File: src/rtl/excess3_serial_adder.sv
// rtl/excess3_serial_adder.sv - digit-serial packed-BCD adder with packed excess-3 result
module excess3_serial_adder #(
    parameter int DIGITS = 4
) (
    input  logic                clk,
    input  logic                rst,
    input  logic                start,
    input  logic [4*DIGITS-1:0] a,
    input  logic [4*DIGITS-1:0] b,
    output logic                busy,
    output logic                done,
    output logic [4*DIGITS-1:0] sum_e3,
    output logic                carry_out,
    output logic                invalid
);

    localparam int W  = 4 * DIGITS;
    localparam int IW = (DIGITS > 1) ? $clog2(DIGITS) : 1;

    typedef enum logic [1:0] {
        S_IDLE,
        S_RUN,
        S_DONE
    } state_t;

    state_t         state;
    state_t         next_state;
    logic [W-1:0]   a_q;
    logic [W-1:0]   b_q;
    logic [IW-1:0]  index;
    logic           carry;

    logic [3:0]     a_dig;
    logic [3:0]     b_dig;
    logic [4:0]     d_sum;
    logic [3:0]     r_dig;
    logic [3:0]     e3_dig;
    logic           next_carry;
    logic           last_digit;

    always_ff @(posedge clk) begin
        if (rst) begin
            state <= S_IDLE;
        end else begin
            state <= next_state;
        end
    end

    always_comb begin
        next_state = state;
        case (state)
            S_IDLE:  if (start) next_state = S_RUN;
            S_RUN:   if (last_digit) next_state = S_DONE;
            S_DONE:  next_state = S_IDLE;
            default: next_state = S_IDLE;
        endcase
    end

    assign busy = (state == S_RUN);
    assign done = (state == S_DONE);

    // Digit select as a mux rather than a variable part-select keeps the
    // index in range for every DIGITS, including non-powers of two.
    always_comb begin
        a_dig = 4'd0;
        b_dig = 4'd0;
        for (int k = 0; k < DIGITS; k++) begin
            if (index == IW'(k)) begin
                a_dig = a_q[4*k +: 4];
                b_dig = b_q[4*k +: 4];
            end
        end
        d_sum      = {1'b0, a_dig} + {1'b0, b_dig} + {4'd0, carry};
        next_carry = (d_sum > 5'd9);
        r_dig      = next_carry ? 4'(d_sum - 5'd10) : d_sum[3:0];
        e3_dig     = r_dig + 4'd3;
        last_digit = (index == IW'(DIGITS - 1));
    end

    always_ff @(posedge clk) begin
        if (rst) begin
            a_q       <= '0;
            b_q       <= '0;
            index     <= '0;
            carry     <= 1'b0;
            sum_e3    <= '0;
            carry_out <= 1'b0;
            invalid   <= 1'b0;
        end else begin
            case (state)
                S_IDLE: begin
                    if (start) begin
                        a_q       <= a;
                        b_q       <= b;
                        index     <= '0;
                        carry     <= 1'b0;
                        sum_e3    <= '0;
                        carry_out <= 1'b0;
                        invalid   <= 1'b0;
                    end
                end
                S_RUN: begin
                    for (int k = 0; k < DIGITS; k++) begin
                        if (index == IW'(k)) sum_e3[4*k +: 4] <= e3_dig;
                    end
                    carry   <= next_carry;
                    invalid <= invalid | (a_dig > 4'd9) | (b_dig > 4'd9);
                    if (last_digit) begin
                        carry_out <= next_carry;
                    end else begin
                        index <= index + 1'b1;
                    end
                end
                default: ;
            endcase
        end
    end

endmodule

File: config.mk
export PLATFORM = sky130hd
export DESIGN_NAME = excess3_serial_adder
export DESIGN_NICKNAME = d
export VERILOG_FILES = /design/src/rtl/excess3_serial_adder.sv
export SDC_FILE = /design/constraint.sdc
export NUM_CORES = 1
export LEC_CHECK = 0
export CORE_MARGIN = 2
export CORE_UTILIZATION = 45
export DETAILED_ROUTE_END_ITERATION = 6
export PLACE_DENSITY = 0.71
export RECOVER_POWER = 25
export SYNTH_ARGS = -nofsm -noshare
export SYNTH_HDL_FRONTEND = slang
export SYNTH_SLANG_ARGS = --single-unit
File: constraint.sdc
create_clock -name clk -period 5.8 [get_ports clk]
set_input_delay 1.16 -clock clk [delete_from_list [all_inputs] [get_ports clk]]
set_output_delay 1.16 -clock clk [all_outputs]
set_load 0.01 [all_outputs]
==> reports/metrics.json <==
{
  "run_status": {
    "status": "finished with violations",
    "violations": "max-capacitance violations, max-slew violations"
  },
  "synth": {
    "postSynth.topFlopCell": "sky130_fd_sc_hd__dfxtp_1",
    "postSynthRegisterBits": 55,
    "synth_compound_gate_area_share_pct": 23.7,
    "synth.yosys.seq_area_share_pct": 38.9,
    "synthesis.area_mm2": 0.00283,
    "netlist_top_cells_area": "sky130_fd_sc_hd__dfxtp_1 39%, sky130_fd_sc_hd__nand2_1 13%, sky130_fd_sc_hd__a21oi_1 11%, sky130_fd_sc_hd__ha_1 4.0%, sky130_fd_sc_hd__nand3b_1 3.7%",
    "synthAdderAreaFrac_pct": 5.39,
    "yosys-top-cells-count": "100 x sky130_fd_sc_hd__nand2_1, 62 x sky130_fd_sc_hd__a21oi_1, 55 x sky130_fd_sc_hd__dfxtp_1, 24 x sky130_fd_sc_hd__clkbuf_1, 15 x sky130_fd_sc_hd__o21ai_0",
    "synth_enable_flop_cells": 0,
    "synthArstFlopShare_pct": 0,
    "netlist.top_cell.by_area": "sky130_fd_sc_hd__dfxtp_1",
    "synth_cell_types": 44,
    "yosys.cell_count.top_type": "sky130_fd_sc_hd__nand2_1",
    "main_combinational_cell_family_by_area_after_synthesis": "compound AO/OA/AOI/OAI gates",
    "count_of_warnings_emitted_by_yosys": 0,
    "synth-simple-area-share_pct": 23.2,
    "postSynthNetCount": 414,
    "post_synth_mux_area_share_pct": 2.69,
    "syn-mean-instance-area_um2": 7.70,
    "synth-xor-area-share_pct": 1.19,
    "synth_top_area_share_pct": 38.9,
    "synth_cells": 368
  },
  "setup_path": {
    "setup.worst_path.class": "reg -> reg",
    "setup.reg_to_reg.worst_slack_ns": 1.18,
    "start_kind": "flop",
    "max_stage_delay_ns": 0.54,
    "cp_slowest_cell": "sky130_fd_sc_hd__ha_1",
    "timing.critical_path.to_type": "flop",
    "crit_arrival_ns": 4.84,
    "crit_path_max_fanout": 19,
    "crit_chain": "inv_1 > ha_1 > a21oi_1 > o21ai_0 > mux2i_1 > fa_1 > fa_1 > xor2_2 > ha_1 > and2_1 > a31o_4 > o311ai_4 > xor2_1 > ha_1 > nor2_1 > o21ai_0 > a21oi_1",
    "cp_data_required_time_ns": 6.02,
    "path_common_cell": "sky130_fd_sc_hd__ha_1"
  },
  "pwr": {
    "sequentialPowerShare_pct": 45.4,
    "worst_ir_drop_vdd_v": 0.000150,
    "p_sw_mw": 0.284,
    "power_total_mw": 0.928,
    "static_leak_nw": 1.29,
    "share_clk_of_total_power_pct": 28.4,
    "sw_frac_of_total_pct": 30.6,
    "combinationalPowerShare_pct": 26.2,
    "power.density_cell_area_mw_per_mm2": 266,
    "cellInternalPower_mw": 0.644
  },
  "sta": {
    "final.setup.tns_ns": 0,
    "finalCriticalPeriod_ns": 4.62,
    "slew_headroom_pct": -65.2,
    "final_hold_viol_count": 0,
    "finalSetupViolCount": 0,
    "setup_repair_after_global_routing_missed_its_margin": "false",
    "fin_crit_sh_pct": 79.6,
    "worstMarginPinSlew_ns": 2.48,
    "maxClockFrequency_mhz": 217,
    "final_max_slew_viol_count": 64,
    "skew_ns": 0.0101
  },
  "routing": {
    "drc": 0,
    "antenna_violating_nets_post_route": 0,
    "wirelength_mm": 6.64,
    "dr.pass1.iters": 4,
    "total_via_count_after_detailed_routing": 2548,
    "avgViaCountPerCell": 5.30,
    "wl_per_cell_um": 13.8,
    "initialDrtViolationCount": 115
  },
  "clock_network": {
    "clk-insertion-delay-late_ns": 0.32,
    "clock_pin_slew_on_the_worst_setup_and_hold_paths_ns": 0.11,
    "cts_resized": 0,
    "post_cts.repair.setup_buffers": 0,
    "tritoncts": "built",
    "clk_path_buf_depth": 2,
    "cts_made_buffers": 5,
    "cts-htree-levels": 2,
    "cts_num_sinks": 55,
    "ctsRootBufferMaster": "sky130_fd_sc_hd__clkbuf_8",
    "postCtsHoldBufs": 0
  },
  "place": {
    "gpl.final_weighted_congestion": 0.904,
    "number_of_buffer_cells_added_on_primary_ports": 54,
    "dpl.hpwl_mm": 4.80
  },
  "grt": {
    "grt.overflow.total": 0,
    "grt_antenna_before_repair": 0,
    "first_global_vias": 2428,
    "grt_max_degree": 64,
    "global_route.usage.total_pct": 19.5,
    "first_pass_grt_wire_length_mm": 11.1
  },
  "final_layout": {
    "fill_cells": 582,
    "net_total_in_the_final_layout": 451,
    "antenna_cells": 0,
    "sequential_standard_cell_area_mm2": 0.00110,
    "layout-drive-gt1-share_pct": 4.93,
    "multiInputGateArea_mm2": 0.00160,
    "area_delta_synth_final_pct": 23.1
  },
  "min_path": {
    "holdCritPathClass": "reg -> reg"
  },
  "floorplan": {
    "die_area_mm2": 0.00695,
    "fp.dieH_um": 83.3,
    "die_x_um": 83.3,
    "start_util_pct": 47.3,
    "core_region_area_mm2": 0.00599,
    "row_count": 28,
    "top_level_ports": 55
  },
  "run": {
    "cap_violations": 1
  }
}
## layer usage
layer / wire [um] / vias up / track usage (%)
met4: 76 / 0 / 4.92
li1: - / 1339 / -
met3: 293 / 6 / 3.88
met2: 3260 / 61 / 34.5
met5: 0 / - / 0
met1: 3010 / 1142 / 24.2
## layout make-up
cell class / instances / share of cell area [%]
multi-input cells: 276 / 45.7
flip-flops and latches: 55 / 31.6
repair buffers: 55 / 15.5
well taps: 75 / 2.69
clock buffers: 6 / 2.08
inverters: 12 / 1.29
clock inverters: 2 / 1.11
## worst paths after layout
path	depth (start not counted)	from	endpoint
setup / recovery	17	index[1]$_SDFFE_PP0P_	sum_e3[9]$_SDFFE_PP0P_
hold / removal	2	sum_e3[1]$_SDFFE_PP0P_	sum_e3[1]$_SDFFE_PP0P_
setup reg to reg	17	index[1]$_SDFFE_PP0P_	sum_e3[9]$_SDFFE_PP0P_
hold reg to reg	2	sum_e3[1]$_SDFFE_PP0P_	sum_e3[1]$_SDFFE_PP0P_
## state kept, by name (all words and copies together) (netlist names)
name	count
state	2
index	2
invalid	1
sum_e3	16
b_q	16
carry_out	1
carry	1
a_q	16
## kinds of logic after synthesis
family                   Yosys count
AND/OR/NAND/NOR                  147
AO/OA/AOI/OAI                    108
flip-flops                        55
buffers and inverters             37
adder cells (fa/ha/maj)           11
multiplexers                       7
XOR/XNOR                           3
## placed cells by master, fill, tap and decap left out, types with 2 or more instances in the layout
cell type,synthesis,layout
sky130_fd_sc_hd__clkbuf_1,24,2
sky130_fd_sc_hd__inv_1,12,12
sky130_fd_sc_hd__nor2_1,12,11
sky130_fd_sc_hd__a21o_1,4,4
sky130_fd_sc_hd__nor3_1,3,3
sky130_fd_sc_hd__a211oi_1,3,3
sky130_fd_sc_hd__nand3_1,3,3
sky130_fd_sc_hd__nor2b_1,4,4
sky130_fd_sc_hd__mux2i_1,5,5
sky130_fd_sc_hd__dfxtp_1,55,55
sky130_fd_sc_hd__a21oi_1,62,62
sky130_fd_sc_hd__nand3b_1,14,14
sky130_fd_sc_hd__nand2_1,100,100
sky130_fd_sc_hd__dlygate4sd3_1,0,16
sky130_fd_sc_hd__ha_1,9,9
sky130_fd_sc_hd__clkbuf_8,0,5
sky130_fd_sc_hd__o41ai_1,4,4
sky130_fd_sc_hd__clkdlybuf4s50_1,0,37
sky130_fd_sc_hd__o211ai_1,4,4
sky130_fd_sc_hd__o21ai_0,15,15
sky130_fd_sc_hd__or2_2,2,2
sky130_fd_sc_hd__nand2b_1,3,3
sky130_fd_sc_hd__o311ai_0,5,5
sky130_fd_sc_hd__fa_1,2,2
## power by group through the flow
| stage | logic [mW] | registers [mW] | clock network (mW) |
|---|---|---|---|
| 3_3_place_gp | 0.241 | 0.430 | 0 |
| 2_1_floorplan | 0.166 | 0.428 | 0 |
| 3_5_place_dp | 0.245 | 0.430 | 0 |
| 4_1_cts | 0.247 | 0.421 | 0.267 |
| 5_1_grt | 0.270 | 0.425 | 0.280 |
| 6_report | 0.243 | 0.421 | 0.263 |
## critical path: cells and delay by family, from the launching register on
| kind | cells | cell delay (ns) |
|---|---|---|
| AOI/OAI and AO/OA | 6 | 1.12 |
| xor gates and xnor gates | 2 | 0.41 |
| adders and majority gates | 5 | 2.00 |
| buffers and inverters | 1 | 0.10 |
| DFF | 1 | 0.36 |
| muxes | 1 | 0.12 |
| and+or+nand+nor | 2 | 0.42 |
## through the flow
step | hold slack (ns) | cells | worst slack, ns | area, um^2 | utilization (%)
2_1_floorplan | 0.436 | 368 | 1.48 | 2830 | -
3_3_place_gp | 0.446 | 473 | 1.43 | 3380 | 56.4
3_5_place_dp | 0.450 | 473 | 1.24 | 3380 | 56.4
4_1_cts | 0.465 | 481 | 1.20 | 3490 | 58.2
5_1_grt | 0.482 | 481 | 0.800 | 3490 | 58.2
6_report | 0.461 | 481 | 1.18 | 3490 | 58.2
No activity file was read; power rests on OpenSTA's default activity.
